==> src/rtl/aec_expr_tx.sv <==
// aec_expr_tx: transmit side of the AEC ASCII expression interface.
// Buffers 5-bit tokens, streams them as ASCII with a trailing '=', then waits for the result.
`default_nettype none

module aec_expr_tx #(
  parameter int DEPTH   = 16,
  parameter int TIMEOUT = 64
) (
  input  logic       clk,
  input  logic       rst,
  input  logic       i_tok_wr,
  input  logic [4:0] i_tok_data,
  input  logic       i_start,
  input  logic       i_aec_valid,
  input  logic [6:0] i_aec_result,
  output logic [7:0] o_ascii_out,
  output logic       o_ready,
  output logic       o_busy,
  output logic       o_done,
  output logic       o_err,
  output logic [6:0] o_result_q
);

  localparam int AW = (DEPTH > 1) ? $clog2(DEPTH) : 1;
  localparam int CW = $clog2(DEPTH + 1);
  localparam int TW = (TIMEOUT > 1) ? $clog2(TIMEOUT) : 1;

  localparam logic [CW-1:0]        C_DEPTH = CW'(DEPTH);
  localparam logic [CW-1:0]        C_CNT1  = CW'(1);
  localparam logic signed [CW:0]   C_BAL1  = (CW+1)'(1);
  localparam logic [TW-1:0]        C_T1    = TW'(1);
  localparam logic [TW-1:0]        C_TLAST = TW'(TIMEOUT - 1);

  typedef enum logic [1:0] {S_IDLE, S_SEND, S_TERM, S_WAIT} state_t;

  state_t                r_state, w_state;
  logic [4:0]            r_buf [DEPTH];
  logic [CW-1:0]         r_count, w_count;
  logic [CW-1:0]         r_rd_ptr, w_rd_ptr;
  logic signed [CW:0]    r_bal, w_bal;
  logic                  r_neg, w_neg;
  logic [TW-1:0]         r_timer, w_timer, w_tnext;
  logic [7:0]            w_ascii;
  logic                  w_ready, w_busy, w_done, w_err, w_wr_en;
  logic [6:0]            w_result_q;

  function automatic logic [7:0] enc(input logic [4:0] t);
    enc = 8'h00;
    if (t < 5'd10)      enc = 8'h30 + {3'b000, t};
    else if (t < 5'd16) enc = 8'h57 + {3'b000, t};
    else begin
      case (t)
        5'd16:   enc = 8'h28;
        5'd17:   enc = 8'h29;
        5'd18:   enc = 8'h2A;
        5'd19:   enc = 8'h2B;
        5'd20:   enc = 8'h2D;
        default: enc = 8'h00;
      endcase
    end
  endfunction

  // Outputs are computed for the state being entered, then registered.
  always_comb begin
    w_state    = r_state;
    w_count    = r_count;
    w_rd_ptr   = r_rd_ptr;
    w_bal      = r_bal;
    w_neg      = r_neg;
    w_timer    = r_timer;
    w_tnext    = r_timer + C_T1;
    w_ascii    = 8'h00;
    w_ready    = 1'b0;
    w_busy     = 1'b0;
    w_done     = 1'b0;
    w_err      = 1'b0;
    w_wr_en    = 1'b0;
    w_result_q = o_result_q;
    case (r_state)
      S_IDLE: begin
        if (i_start) begin
          if (r_count != '0 && r_bal == '0 && !r_neg) begin
            w_state  = S_SEND;
            w_ascii  = enc(r_buf[0]);
            w_ready  = 1'b1;
            w_busy   = 1'b1;
            w_rd_ptr = C_CNT1;
          end else begin
            w_err   = 1'b1;
            w_count = '0;
            w_bal   = '0;
            w_neg   = 1'b0;
          end
        end else if (i_tok_wr) begin
          if (r_count >= C_DEPTH || i_tok_data > 5'd20) begin
            w_err = 1'b1;
          end else begin
            w_wr_en = 1'b1;
            w_count = r_count + C_CNT1;
            if (i_tok_data == 5'd16) begin
              w_bal = r_bal + C_BAL1;
            end else if (i_tok_data == 5'd17) begin
              w_bal = r_bal - C_BAL1;
              if (r_bal[CW] || r_bal == '0) w_neg = 1'b1;
            end
          end
        end
      end
      S_SEND: begin
        w_ready = 1'b1;
        w_busy  = 1'b1;
        if (r_rd_ptr == r_count) begin
          w_ascii = 8'h3D;
          w_state = S_TERM;
        end else begin
          w_ascii  = enc(r_buf[r_rd_ptr[AW-1:0]]);
          w_rd_ptr = r_rd_ptr + C_CNT1;
        end
      end
      S_TERM: begin
        w_busy  = 1'b1;
        w_timer = '0;
        w_state = S_WAIT;
      end
      S_WAIT: begin
        if (i_aec_valid) begin
          w_done     = 1'b1;
          w_result_q = i_aec_result;
          w_state    = S_IDLE;
          w_count    = '0;
          w_bal      = '0;
          w_neg      = 1'b0;
        end else if (w_tnext == C_TLAST) begin
          w_err   = 1'b1;
          w_state = S_IDLE;
          w_count = '0;
          w_bal   = '0;
          w_neg   = 1'b0;
        end else begin
          w_busy  = 1'b1;
          w_timer = w_tnext;
        end
      end
      default: w_state = S_IDLE;
    endcase
  end

  always_ff @(posedge clk or posedge rst) begin
    if (rst) begin
      r_state     <= S_IDLE;
      r_count     <= '0;
      r_rd_ptr    <= '0;
      r_bal       <= '0;
      r_neg       <= 1'b0;
      r_timer     <= '0;
      o_ascii_out <= '0;
      o_ready     <= 1'b0;
      o_busy      <= 1'b0;
      o_done      <= 1'b0;
      o_err       <= 1'b0;
      o_result_q  <= '0;
    end else begin
      r_state     <= w_state;
      r_count     <= w_count;
      r_rd_ptr    <= w_rd_ptr;
      r_bal       <= w_bal;
      r_neg       <= w_neg;
      r_timer     <= w_timer;
      o_ascii_out <= w_ascii;
      o_ready     <= w_ready;
      o_busy      <= w_busy;
      o_done      <= w_done;
      o_err       <= w_err;
      o_result_q  <= w_result_q;
    end
  end

  // Token storage carries no reset; r_count alone defines which entries are live.
  always_ff @(posedge clk) begin
    if (w_wr_en) r_buf[r_count[AW-1:0]] <= i_tok_data;
  end

endmodule

`default_nettype wire

==> config.mk <==
export PLATFORM = sky130hd
export DESIGN_NAME = aec_expr_tx
export DESIGN_NICKNAME = d
export VERILOG_FILES = /design/src/rtl/aec_expr_tx.sv
export SDC_FILE = /design/constraint.sdc
export NUM_CORES = 1
export LEC_CHECK = 0
export CAP_MARGIN = 30
export CORE_MARGIN = 1.5
export CORE_UTILIZATION = 54
export DETAILED_ROUTE_END_ITERATION = 6
export GPL_ROUTABILITY_DRIVEN = 0
export PLACE_DENSITY = 0.74
export SETUP_SLACK_MARGIN = 0.05
export SYNTH_ARGS = -nofsm -noshare
export SYNTH_HDL_FRONTEND = slang
export SYNTH_SLANG_ARGS = --single-unit
==> constraint.sdc <==
create_clock -name clk -period 2.2 [get_ports clk]
set_input_delay 0.44 -clock clk [delete_from_list [all_inputs] [get_ports clk]]
set_output_delay 0.44 -clock clk [all_outputs]
set_load 0.03 [all_outputs]
==> After elaboration in Yosys (flattened, before gate mapping) <==
Memories as Yosys holds them, arrays and structs flattened.
Index checks and enable logic that the tools add are counted.
{ "totals": {"register_bits": 44, "ramBits": 80, "input_bits": 17, "out_inout_bits": 19, "mem_count": 1} }
{ "classes": {"add_sub_neg": 9, "magnitude_cmp": 6, "eq_ne": 31, "n_mux": 70, "reduce_logical": 19} }
{ "memory_table": {"columns": ["memory", "words", "width", "read_ports", "rd_clocked_by_memory_dff", "write_ports", "line_no", "text"], "rows": [
  ["r_buf", 16, 5, 2, 0, 1, "37", "logic [4:0] r_buf [DEPTH];"]
]} }
{ "op_table": {"columns": ["cell", "count"], "rows": [
  ["$eq 5x5->1 const B", 12],
  ["$mux 6", 10],
  ["$pmux 6 s5", 2],
  ["$mux 8", 7],
  ["$mux 5", 9],
  ["$mux 1", 27],
  ["$pmux 6 s2", 2],
  ["$ne 3x3->1 const B", 7],
  ["$pmux 5 s2", 2],
  ["$add 7x5->8 const A", 2],
  ["$pmux 8 s2", 1],
  ["$add 6x5->7 const A", 2],
  ["$ne 2x2->1 const B", 6],
  ["$add 5x1->5 const B", 2],
  ["$lt 5x4->1 const B", 2],
  ["$lt 5x5->1 const B", 2],
  ["$mux 2", 5],
  ["$pmux 2 s4", 1],
  ["$reduce_and 4->1", 2],
  ["$reduce_and 8->1", 1],
  ["$add 6x1->6 const B", 1],
  ["$add 6x2->6 const B", 1],
  ["$eq 6x6->1 const B", 1],
  ["$logic_not 6->1", 1],
  ["other kinds (20)", 27]
]} }

==> Logic depth before layout (Yosys ltp) <==
Gate-level depths: netlist of run 1.
{ "depth": {"depth_word": 9, "mapped_depth": 13, "ltp_nobuf": 11} }

==> Worst setup path before layout of run 1 <==
No wires, ideal clock.
{ "synth_timing": {"path_type": "input to register", "startpoint": "input port i_tok_data[3]", "endpoint": "register r_bal[5]", "setup_time_ns": 0.121, "arrival_time_ns": 2.487, "t_required_ns": 2.079, "slack_ns": -0.408, "stages": 11, "path_buffers": 0, "path_cell_list": "nor4b_1 -> nor2b_1 -> inv_1 -> ha_1 -> a21o_2 -> a21oi_1 -> o21bai_1 -> a21oi_1 -> xnor2_1 -> o21ai_0 -> a22o_1"} }
{ "synth_between": {"elab_chain_cells": 6, "word_cells_on_any_way": 12} }
{ "synth_lines": {"columns": ["element", "line_no", "text"], "rows": [
  ["start: declaration", "12", "input logic [4:0] i_tok_data,"],
  ["branches (longest 6 deep; another with $gt 5x5->1)", null, null],
  ["end signal: assignment", "166", "r_bal <= w_bal;"],
  ["end: declaration", "40", "logic signed [CW:0] r_bal, w_bal;"]
]} }
Parallel ways; which one is timed is not known. The select of a mux whose other input is x is not followed.
A chain may end at the register's enable or synchronous reset.

==> Worst setup path in the final report of run 1 <==
{ "layout_timing": {"startpoint": "register r_rd_ptr[1]", "endpoint": "register o_ascii_out[3]"} }
{ "layout_between": {"elab_chain_cells": 7, "word_cells_on_any_way": 16} }
{ "layout_lines": {"columns": ["element", "line_no", "text"], "rows": [
  ["start: declaration", "39", "logic [CW-1:0] r_rd_ptr, w_rd_ptr;"],
  ["start signal: assignment", "165", "r_rd_ptr <= w_rd_ptr;"],
  ["branches (longest 5 deep; another with $add 7x5->8)", null, null],
  ["$mux 8 (*)", "112", "if (r_rd_ptr == r_count) begin"],
  ["$pmux 8 s2 (*)", "79", "case (r_state)"],
  ["net w_ascii[3]", "43", "logic [7:0] w_ascii;"],
  ["end signal: assignment", "169", "o_ascii_out <= w_ascii;"],
  ["end: declaration", "16", "output logic [7:0] o_ascii_out,"]
]} }
Mark *: on every way through the listed nets, which the timed path passes.

==> run summary, run 1 <==
Power Dens Cells = 1430 nW/um^2
CP endpoint = o_ascii_out[3]$_DFF_PP0_
FF-to-FF path depth = 10
Place WS = -0.827 ns
worst slew pin tran = 0.684 ns
DP Area = 7240 sq um
worst skew pair latency = 0.41 ns
final std cells w/o fill = 757
Die Span Y = 110 um
Int Pwr = 0.00754 W
Post-Syn Area = 6150 sq um
Slew Viols, Final = 0
post-synth top area share = 0.391
final hold vios = 0
DR WL/cell = 19.3 um
Setup TNS = -1.72 ns
Post-Layout Inst Area = 8350 sq um
CP Class = flip-flop to flip-flop
Switching Share = 0.368
largest net degree at the start of global routing = 27
Main synth FF type = edfxtp_1
CTS sink count = 123
standard-cell row count = 38
CTS tree = built
Max-Cap Viols = 0
Syn Nets = 511
Yosys warning count = 0
# DRC = 0
cell taking the most area after synthesis = edfxtp_1
FF-to-FF setup slack = -0.39 ns
Starting Density = 0.560
Final ANT Viol Nets = 0
clock root buffer = clkbuf_16
clock buffer depth = 2
relative slew slack = 0.541
P_leak = 3.30 nW
Crit. Startpoint = r_rd_ptr[1]$_DFFE_PP0P_
hold crit path type = input pin to asynchronous set/reset pin
drt via density = 5.81
vias in the first global route = 4430
VDD IR max = 0.00114 V
final WL = 14600 um
sequential share of the synthesized area = 0.566
main area contributors after synthesis = edfxtp_1, dfrtp_1, ha_1
total power = 0.0119 W
Hold-fix buffers, CTS = 0
Final nets = 646
FMAX = 387 MHz
FF-to-FF Start = r_rd_ptr[1]$_DFFE_PP0P_
1st-iter DRT viols = 414
router iterations before antenna repair = 5
Reg-to-Reg End = o_ascii_out[3]$_DFF_PP0_
first-pass GRT wire length = 21900 um
io pins = 36
DIE WIDTH = 110 um
Worst EP arrival = 2.87 ns
Seq pwr share = 0.253
RSZ-0062 raised after global routing = true
syn_area_per_cell = 13.1 sq um
ANT cells = 0
Total GRT Usage = 0.248
gr ovfl total = 0
failing checks = setup timing
CTS clock-pin slew for the worst setup and hold paths = 0.06 ns
Post-Place Cells = 703
final setup margin = -0.387 ns
Final min period = 2.59 ns
status = complete, but fails checks
fill count = 627
Seq cells post-synth = 123
period utilization = 1.18
Post-synth EDFFs = 80
layout cells sized above 1 = 0.387
initial antenna violation count = 0
core box area = 11000 sq um
dpl hpwl = 9440 um
Critical Path RT = 2.48 ns
Logic pwr share = 0.507
cell count after synthesis = 469
CTS buffer count = 17
NetSw = 0.00439 W
Worst Skew = 0.00694 ns
via count = 4395
Port Buffers = 34
Async SR Flop Fraction = 0.350
Worst Setup End Kind = flip-flop
Clock Power Share = 0.240
Yosys cell types = 77
setup violators final = 7
area grow syn2layout = 35.9%
H-Tree Depth = 4
die area = 12000 sq um
dominant cell by count in the synthesized netlist = edfxtp_1
most instantiated cells after synthesis = edfxtp_1, dfrtp_1, nor2_1
Critical Path Source Type = flip-flop
critical-path maximum fanout = 7
## critical path: stages, from the launching register on
cell,delay (ns)
dfrtp_1,0.38
buf_12,0.15
mux4_2,0.52
a32oi_2,0.25
o21a_4,0.24
inv_4,0.07
ha_4,0.17
nor3_4,0.17
o2111ai_2,0.15
a32oi_1,0.23
o22ai_1,0.13
## metal layers
metal  part of all wire  GRT usage  vias up
met5                  0          0        -
met4              0.021     0.0853        0
met3              0.046     0.0522       29
met2               0.51      0.430      160
met1               0.42      0.309     2186
li1                   -          -     2020
## through the flow
stage / util / hold WS [ns]
6_report: 0.760 / 0.361
5_1_grt: 0.760 / 0.414
4_1_cts: 0.733 / 0.380
3_5_place_dp: 0.660 / 0.488
3_3_place_gp: 0.660 / 0.482
2_1_floorplan: - / 0.456
## cell usage in the layout, fill, tap and decap left out, drive strengths merged, types with 3 or more instances in the layout
cell type      Yosys  layout
nor4b              3       3
nor3              13      13
a21o               4       4
nor2b              4       4
mux2              10      10
ha                24      24
edfxtp            80      80
dfrtp             43      43
o31ai              5       5
xor2               9       9
o21bai             3       3
xnor2              7       7
and3               4       4
o21ai             30      30
inv               26      31
nand3             15      15
clkbuf             8      18
clkdlybuf4s50      0      29
o22ai              5       5
bufinv             0       3
a31oi              5       5
mux2i              5       5
nand2b            10      10
nand2             27      27
nand4              3       3
or2                3       3
a21oi             16      16
o21a               3       3
clkinv             0       5
mux4              19      19
nor2              38      38
buf               14     108
## cells by family after synthesis
group,share of synthesized area
AO/OA/AOI/OAI,0.104
XOR/XNOR,0.0228
other,0.000610
flip-flops,0.566
adder cells (fa/ha/maj),0.0521
buffers and inverters,0.0387
multiplexers,0.100
AND/OR/NAND/NOR,0.115
## registers in the layout, indices dropped and copies added (netlist names)
signal,count
r_bal,6
r_timer,6
o_result_q,7
r_state,2
r_buf,80
o_err,1
o_done,1
r_rd_ptr,5
r_neg,1
o_ready,1
o_ascii_out,7
r_count,5
o_busy,1
## worst min path at each step
stage	end	slack [ns]	cells past startpoint
3_5_place_dp	r_timer[5]$_DFFE_PP0P_	0.49	1
3_3_place_gp	r_timer[5]$_DFFE_PP0P_	0.48	1
4_1_cts	o_result_q[6]$_DFFE_PP0P_	0.38	2
5_1_grt	o_result_q[6]$_DFFE_PP0P_	0.41	2
2_1_floorplan	r_timer[5]$_DFFE_PP0P_	0.46	1
6_report	o_result_q[6]$_DFFE_PP0P_	0.36	2
## power by group through the flow
stage               combinational, W  clock [W]  sequential (W)
floorplan                    0.00297          0         0.00323
finish                       0.00605    0.00287         0.00301
detailed placement           0.00474          0         0.00305
global placement             0.00460          0         0.00303
global route                 0.00644    0.00300         0.00306
CTS                          0.00519    0.00288         0.00301
## cell type report
| type | instances | area [sq um] | share of cell area |
|---|---|---|---|
| multi-input cells | 298 | 2790 | 0.334 |
| inverters | 26 | 100 | 0.0120 |
| flip-flops and latches | 123 | 3480 | 0.417 |
| clock inverters | 14 | 181 | 0.0217 |
| clock buffers | 18 | 429 | 0.0514 |
| well taps | 140 | 175 | 0.0210 |
| repair buffers | 138 | 1190 | 0.143 |
## timing repair
item,in CTS,in global routing
buffers inserted,8,15
gates resized for setup,48,44
endpoints found under the setup margin,101,20
pin swaps,17,27
gates cloned,0,1
Power figures use the tool's default switching activity.
==> inputs of run 2 (changes only) <==
HOLD_SLACK_MARGIN = 0.05   (was not set)
==> results of run 2 <==
The final DEF is identical to that of run 1; final timing and power are the same.
